`src/rtl/i2c_seq_pkg.sv`:
```
// Shared types for the I2C transaction sequencer: FSM states, R/W bit values, byte-op fields.
// Latency: n/a (types only).
// Backpressure: n/a.
package i2c_seq_pkg;

    typedef enum logic [2:0] {
        ST_IDLE,
        ST_ARB,
        ST_SADR_W,
        ST_REG,
        ST_WDATA,
        ST_SADR_R,
        ST_RDATA,
        ST_RESP
    } seq_state_t;

    localparam logic RD = 1'b1;
    localparam logic WR = 1'b0;

    typedef struct packed {
        logic [7:0] dat;
        logic       read;
        logic       first;
        logic       last;
    } byte_op_t;

    function automatic byte_op_t mk_op(logic [7:0] dat, logic read, logic first, logic last);
        byte_op_t op;
        op.dat   = dat;
        op.read  = read;
        op.first = first;
        op.last  = last;
        return op;
    endfunction

    function automatic logic is_byte_state(seq_state_t s);
        return (s == ST_SADR_W) || (s == ST_REG) || (s == ST_WDATA) ||
               (s == ST_SADR_R) || (s == ST_RDATA);
    endfunction

endpackage

```
`src/rtl/i2c_rr_arbiter.sv`:
```
// Round-robin picker: combinational one-hot pick starting after the last winner.
// Latency: pick is same-cycle; winner latched on lock, pointer moves on adv.
// Backpressure: none; requesters hold req until serviced.
module i2c_rr_arbiter #(
    parameter int NREQ = 2
) (
    input  logic            clk,
    input  logic            rst,
    input  logic [NREQ-1:0] req,
    input  logic            lock,
    input  logic            adv,
    output logic [NREQ-1:0] pick
);

    localparam int IW = (NREQ > 1) ? $clog2(NREQ) : 1;

    logic [IW-1:0] ptr;
    logic [IW-1:0] win_idx;
    logic [IW-1:0] pick_idx;
    logic [IW-1:0] idx;
    logic          found;

    always_comb begin
        pick     = '0;
        pick_idx = '0;
        idx      = '0;
        found    = 1'b0;
        for (int i = 0; i < NREQ; i++) begin
            idx = IW'((int'(ptr) + i) % NREQ);
            if (!found && req[idx]) begin
                found     = 1'b1;
                pick[idx] = 1'b1;
                pick_idx  = idx;
            end
        end
    end

    always_ff @(posedge clk) begin
        if (rst) begin
            ptr     <= '0;
            win_idx <= '0;
        end else begin
            if (lock) win_idx <= pick_idx;
            if (adv)  ptr     <= IW'((int'(win_idx) + 1) % NREQ);
        end
    end

endmodule

```
`src/rtl/i2c_txn_sequencer.sv`:
```
// Arbitrates NREQ requesters and walks one register read/write through a byte-level I2C master.
// Latency: ARB -> first m_start 1 cycle; last m_done -> rsp_valid 1 cycle.
// Backpressure: one byte op outstanding; waits on m_done (`I2C_SEQ_TIMEOUT_EN adds a per-byte abort).
module i2c_txn_sequencer
    import i2c_seq_pkg::*;
#(
    parameter int NREQ        = 2,
    parameter int TIMEOUT_CYC = 20000
) (
    input  logic              clk,
    input  logic              rst,
    input  logic [NREQ-1:0]   req,
    input  logic [NREQ-1:0]   req_rw,
    input  logic [7*NREQ-1:0] req_sadr,
    input  logic [8*NREQ-1:0] req_reg,
    input  logic [8*NREQ-1:0] req_wdata,
    output logic [NREQ-1:0]   grant,
    output logic [NREQ-1:0]   rsp_valid,
    output logic [7:0]        rsp_rdata,
    output logic              rsp_err,
    output logic              m_start,
    output logic [7:0]        m_byte,
    output logic              m_read,
    output logic              m_first,
    output logic              m_last,
    input  logic              m_done,
    input  logic              m_nack,
    input  logic [7:0]        m_rdata
);

    if (NREQ < 1 || NREQ > 8 || TIMEOUT_CYC < 2) begin : g_param_check
        $error("i2c_txn_sequencer: NREQ must be 1..8 and TIMEOUT_CYC >= 2");
    end

    seq_state_t      state, state_nxt;
    byte_op_t        op;
    logic            issued;
    logic            in_byte, byte_end, to_hit, to_fire;
    logic [NREQ-1:0] pick, gnt_q;
    logic            rw_q, sel_rw;
    logic [6:0]      sadr_q, sel_sadr;
    logic [7:0]      reg_q, sel_reg, wdata_q, sel_wdata, rdata_q;
    logic            err_q;

    i2c_rr_arbiter #(.NREQ(NREQ)) u_arb (
        .clk  (clk),
        .rst  (rst),
        .req  (req),
        .lock (state == ST_ARB),
        .adv  (state == ST_RESP),
        .pick (pick)
    );

    always_comb begin
        sel_rw    = 1'b0;
        sel_sadr  = '0;
        sel_reg   = '0;
        sel_wdata = '0;
        for (int i = 0; i < NREQ; i++) begin
            if (pick[i]) begin
                sel_rw    = req_rw[i];
                sel_sadr  = req_sadr[7*i +: 7];
                sel_reg   = req_reg[8*i +: 8];
                sel_wdata = req_wdata[8*i +: 8];
            end
        end
    end

    // issued is low only on the entry cycle of a byte state, which is when m_start fires
    assign in_byte  = is_byte_state(state);
    assign byte_end = issued && m_done;
    assign to_fire  = to_hit && !m_done;

`ifdef I2C_SEQ_TIMEOUT_EN
    localparam int TW = $clog2(TIMEOUT_CYC + 1);
    logic [TW-1:0] to_cnt;

    // The m_start cycle counts as the first waiting cycle, so the abort lands TIMEOUT_CYC after it.
    always_ff @(posedge clk) begin
        if (rst)          to_cnt <= '0;
        else if (m_start) to_cnt <= TW'(1);
        else if (issued)  to_cnt <= to_cnt + TW'(1);
    end
    assign to_hit = issued && (to_cnt == TW'(TIMEOUT_CYC - 1));
`else
    assign to_hit = 1'b0;
`endif

    always_comb begin
        state_nxt = state;
        op        = '0;
        unique case (state)
            ST_IDLE:   if (|req) state_nxt = ST_ARB;
            ST_ARB:    state_nxt = (|pick) ? ST_SADR_W : ST_IDLE;
            ST_SADR_W: begin
                op = mk_op({sadr_q, WR}, 1'b0, 1'b1, 1'b0);
                if (byte_end) state_nxt = m_nack ? ST_RESP : ST_REG;
            end
            ST_REG: begin
                op = mk_op(reg_q, 1'b0, 1'b0, 1'b0);
                if (byte_end) state_nxt = m_nack ? ST_RESP : ((rw_q == RD) ? ST_SADR_R : ST_WDATA);
            end
            ST_WDATA: begin
                op = mk_op(wdata_q, 1'b0, 1'b0, 1'b1);
                if (byte_end) state_nxt = ST_RESP;
            end
            ST_SADR_R: begin
                op = mk_op({sadr_q, RD}, 1'b0, 1'b1, 1'b0);
                if (byte_end) state_nxt = m_nack ? ST_RESP : ST_RDATA;
            end
            ST_RDATA: begin
                op = mk_op(8'h00, 1'b1, 1'b0, 1'b1);
                if (byte_end) state_nxt = ST_RESP;
            end
            ST_RESP:   state_nxt = ST_IDLE;
            default:   state_nxt = ST_IDLE;
        endcase
        if (to_fire) state_nxt = ST_RESP;
    end

    always_ff @(posedge clk) begin
        if (rst) begin
            state   <= ST_IDLE;
            issued  <= 1'b0;
            gnt_q   <= '0;
            rw_q    <= 1'b0;
            sadr_q  <= '0;
            reg_q   <= '0;
            wdata_q <= '0;
            rdata_q <= '0;
            err_q   <= 1'b0;
        end else begin
            state  <= state_nxt;
            issued <= in_byte && (state_nxt == state);
            if (state == ST_ARB) begin
                gnt_q   <= pick;
                rw_q    <= sel_rw;
                sadr_q  <= sel_sadr;
                reg_q   <= sel_reg;
                wdata_q <= sel_wdata;
                rdata_q <= '0;
                err_q   <= 1'b0;
            end
            if (state_nxt == ST_IDLE) gnt_q <= '0;
            if ((byte_end && m_nack) || to_fire) err_q <= 1'b1;
            if (state == ST_RDATA && byte_end && !m_nack) rdata_q <= m_rdata;
        end
    end

    assign m_start   = in_byte && !issued;
    assign m_byte    = op.dat;
    assign m_read    = op.read;
    assign m_first   = op.first;
    assign m_last    = op.last;
    assign grant     = (state == ST_ARB) ? pick : gnt_q;
    assign rsp_valid = (state == ST_RESP) ? gnt_q : '0;
    assign rsp_err   = (state == ST_RESP) && err_q;
    assign rsp_rdata = (state == ST_RESP) ? rdata_q : 8'h00;

endmodule

```
`config.mk`:
```
export PLATFORM = sky130hd
export DESIGN_NAME = i2c_txn_sequencer
export DESIGN_NICKNAME = d
export VERILOG_FILES = /design/src/rtl/i2c_seq_pkg.sv /design/src/rtl/i2c_rr_arbiter.sv /design/src/rtl/i2c_txn_sequencer.sv
export SDC_FILE = /design/constraint.sdc
export NUM_CORES = 1
export LEC_CHECK = 0
export CELL_PAD_IN_SITES_DETAIL_PLACEMENT = 1
export CELL_PAD_IN_SITES_GLOBAL_PLACEMENT = 1
export CORE_UTILIZATION = 29
export CTS_CLUSTER_SIZE = 16
export DETAILED_ROUTE_END_ITERATION = 12
export GPL_TIMING_DRIVEN = 0
export HOLD_SLACK_MARGIN = 0.1
export PLACE_DENSITY_LB_ADDON = 0.1
export SETUP_SLACK_MARGIN = 0.5
export SLEW_MARGIN = 40
export SYNTH_ARGS = -nofsm -noshare
export SYNTH_HDL_FRONTEND = slang
export SYNTH_SLANG_ARGS = --single-unit
```
`constraint.sdc`:
```
create_clock -name clk -period 2 [get_ports clk]
set_input_delay 0.4 -clock clk [delete_from_list [all_inputs] [get_ports clk]]
set_output_delay 0.4 -clock clk [all_outputs]
set_load 0.01 [all_outputs]
```
==> results of run 1 <==
==> power by group through the flow <==
stage                     clock, mW  combinational [mW]  sequential (mW)
after floorplan                   0               0.244            0.906
after detailed placement          0               0.474            0.920
final                         0.580               0.662            0.906
after global placement            0               0.468            0.919
after global routing          0.627               0.712            0.913
after CTS                     0.589               0.581            0.902
==> sequential cells by signal, indices dropped and copies added, names as in the netlist <==
register       cells
wdata_q            8
err_q              1
rdata_q            8
u_arb.win_idx      1
reg_q              8
rw_q               1
state              3
u_arb.ptr          1
issued             1
sadr_q             7
gnt_q              2
==> final timing paths <==
| check | end | slack, ns | depth (start not counted) |
|---|---|---|---|
| worst min-delay path | u_arb.win_idx$_SDFFE_PP0P_ | 0.47 | 2 |
| worst min register to register | u_arb.win_idx$_SDFFE_PP0P_ | 0.47 | 2 |
| worst max-delay path | m_byte[1] | -0.08 | 7 |
| worst max register to register | wdata_q[0]$_SDFFE_PP0P_ | 0.29 | 10 |
==> routing by layer <==
layer,vias up,wire length (um)
met5,-,0
li1,1215,-
met2,68,4060
met1,1203,3880
met3,13,404
met4,0,124
==> cell type report <==
type	count	area, um2	share of cell area [%]
multi-input cells	203	1210	33.5
repair buffers	115	1080	29.7
well taps	96	120	3.31
inverters	10	42.5	1.17
clock inverters	1	7.51	0.207
flip-flops and latches	41	827	22.8
clock buffers	6	82.6	2.27
plain buffers	24	258	7.10
==> critical path, cell delays in order, from the launching register on <==
cell and delay [ns]:
dfxtp_2 0.32, buf_6 0.13, nor2b_4 0.13, and2_4 0.14, buf_8 0.12, a222oi_1 0.30
inv_1 0.08, buf_2 0.15
==> kinds of logic after synthesis <==
logic type / after synthesis / share of synthesized area [%]
simple gates: 144 / 33.6
compound gates: 58 / 18.8
flops: 41 / 40.0
buf+inv: 34 / 7.19
mux: 1 / 0.548
==> cell usage after synthesis (7+ instances only) <==
cell type  instances  area share (%)
nand3_1           25             6.1
a21oi_1           13             3.2
nand3b_1           8             2.9
and2_1            12             3.7
nand2_1           64              12
dfxtp_1           41              40
nor2_1            16             2.9
a222oi_1           7             3.4
inv_1              8             1.5
a31oi_1           24             7.3
buf_2              7             1.7
clkbuf_1          13             2.4
==> per-stage QoR <==
stage               hold WS, ns  instance area, um2  power, mW
global placement          0.453                3060       1.39
global route              0.511                3630       2.25
floorplan                 0.437                2080       1.15
finish                    0.470                3630       2.15
CTS                       0.472                3400       2.07
detailed placement        0.459                3060       1.39
==> what timing repair did <==
action | 4_1_cts | 5_1_grt
resized for setup | 154 | 45
hold endpoints to repair | 0 | 0
gates cloned | 0 | 4
pin swaps | 16 | 17
buffers inserted | 13 | 12
setup endpoints to repair | 65 | 56
==> key figures, run 1 <==
Pwr
  • PwrDens: 592 nW/um2
  • Max IR drop VDD: ~0.00031 V
  • Net Sw Frac: 30.5%
  • Combinational Power Share: 30.8%
  • Flop pwr share: a little over two fifths
  • Int Power: 1.49 mW
  • Clock power frac: 27.0%
  • Leak: ~1.5 nW
  • Sw Pwr: 654 uW

Cells and area
  • Final nets: 462
  • Fillcell total: approximately 850
  • Most frequent cells in the layout: nand2_1 (60), clkdlybuf4s50_1 (58), dfxtp_1 (38), nand3_1 (25), a31oi_1 (23)
  • Area growth from synthesis to layout: 76.7%
  • Post-route insts no fill: 496
  • Layout cells sized above 1: between 20 and 30%
  • Layout Utilization: 53.2%
  • Most common cell after layout, fill and taps aside: nand2_1
  • # diodes: 0

Clock tree
  • CTS tree: yes
  • Root Driver: clkbuf_8
  • Clk Latency, worst-skew pair: 0.30 ns
  • Clock slew at reported path FFs: ~0.08 ns
  • Clk sinks: 41
  • Hold-fix buffers at CTS: 0
  • Total CTS buffers: 5
  • Max Root-Sink Buffers: 2
  • Htree depth: 2

Global route
  • Vias in the first global route: 2473
  • Grt total ovfl: 0
  • GRT met1 Usage: about 29%
  • Met3 Usage GRT: 3.71%
  • First-pass GRT wire length: 12.4 mm
  • Met2 usage: a little under two fifths
  • Largest net degree at the start of global routing: 13
  • Busiest grt layer: met2
  • Antenna violations before repair: 0
  • GRT Overall Usage: 21.8%

Setup path
  • Crit path launch: state[2]$_SDFF_PP0_
  • CP Data Required Time: 1.60 ns
  • CP Max Fanout: 7
  • Worst Setup Start Kind: register
  • R2R Path Start: state[2]$_SDFF_PP0_
  • Critical path class: reg -> out
  • Data arrival time of the worst path: approximately 1.7 ns
  • Critical Path End Type: output pin

Timing
  • Setup violators final: 11
  • Fin crit share: 104%
  • Final worst-path setup slack: -0.0809 ns
  • Worst-margin pin slew: 0.712 ns
  • Final hold viol count: 0
  • Final Max Slew Viols: 0
  • Worst Skew: around 0.0061 ns
  • Min cycle time layout: roughly 2.1 ns
  • Max_slew headroom: 52.1%
  • Setup TNS: -0.465 ns
  • Fmax: between 0.4 and 0.5 GHz
  • RSZ-0062 raised after global routing: yes

Floorplanning
  • Die ar.: 7430 um2
  • Row count: 30
  • Initial core utilization: 30.1%
  • Die width: between 80 and 90 um
  • # IOs: 87
  • Die Y: 86.2 um
  • Core Area: about 6800 um2

Hold path
  • HP Class: reg -> reg
  • Hold Crit Start: u_arb.win_idx$_SDFFE_PP0P_

Route
  • Drt drc: 0
  • Router iterations before antenna repair: 4
  • 1st-iter DRT viols: 110
  • Vias per cell: 5.04
  • Final ANT Viol Nets: 0
  • Drt wl/cell: 17.1 um
  • Final WL: 8.47 mm
  • Vias: roughly 2500

Yosys
  • Async SR Flop Fraction: 0%
  • Register area share after synthesis: 40.0%
  • Syn_area_per_cell: 7.39 um2
  • Post-synth EDFFs: 0
  • Mapped Area: 2050 um2
  • Synth Instances: 278
  • Synthesized flop and latch total: 41
  • Distinct cells, synth: 35
  • Syn Nets: 340
  • Ys Warns: 0
  • Ys flop type: dfxtp_1

Outcome
  • Outcome: complete, but fails checks
  • Failing checks: negative setup slack

Placement
  • Final Wtd Congestion: about 0.79
  • DP Wirelength: 5.26 mm
  • Dpl ws: -0.779 ns
  • Count of buffers from port buffering: 86
  • Placed insts: 460

Flow run
  • Maximum Capacitance Violations: 0
(Power assumes the default switching activity.)
==> inputs of run 2 (changes only) <==
Settings changed: SLEW_MARGIN 40 to unset.
==> results of run 2 <==
Final layout, timing and power as in run 1 (identical DEF).
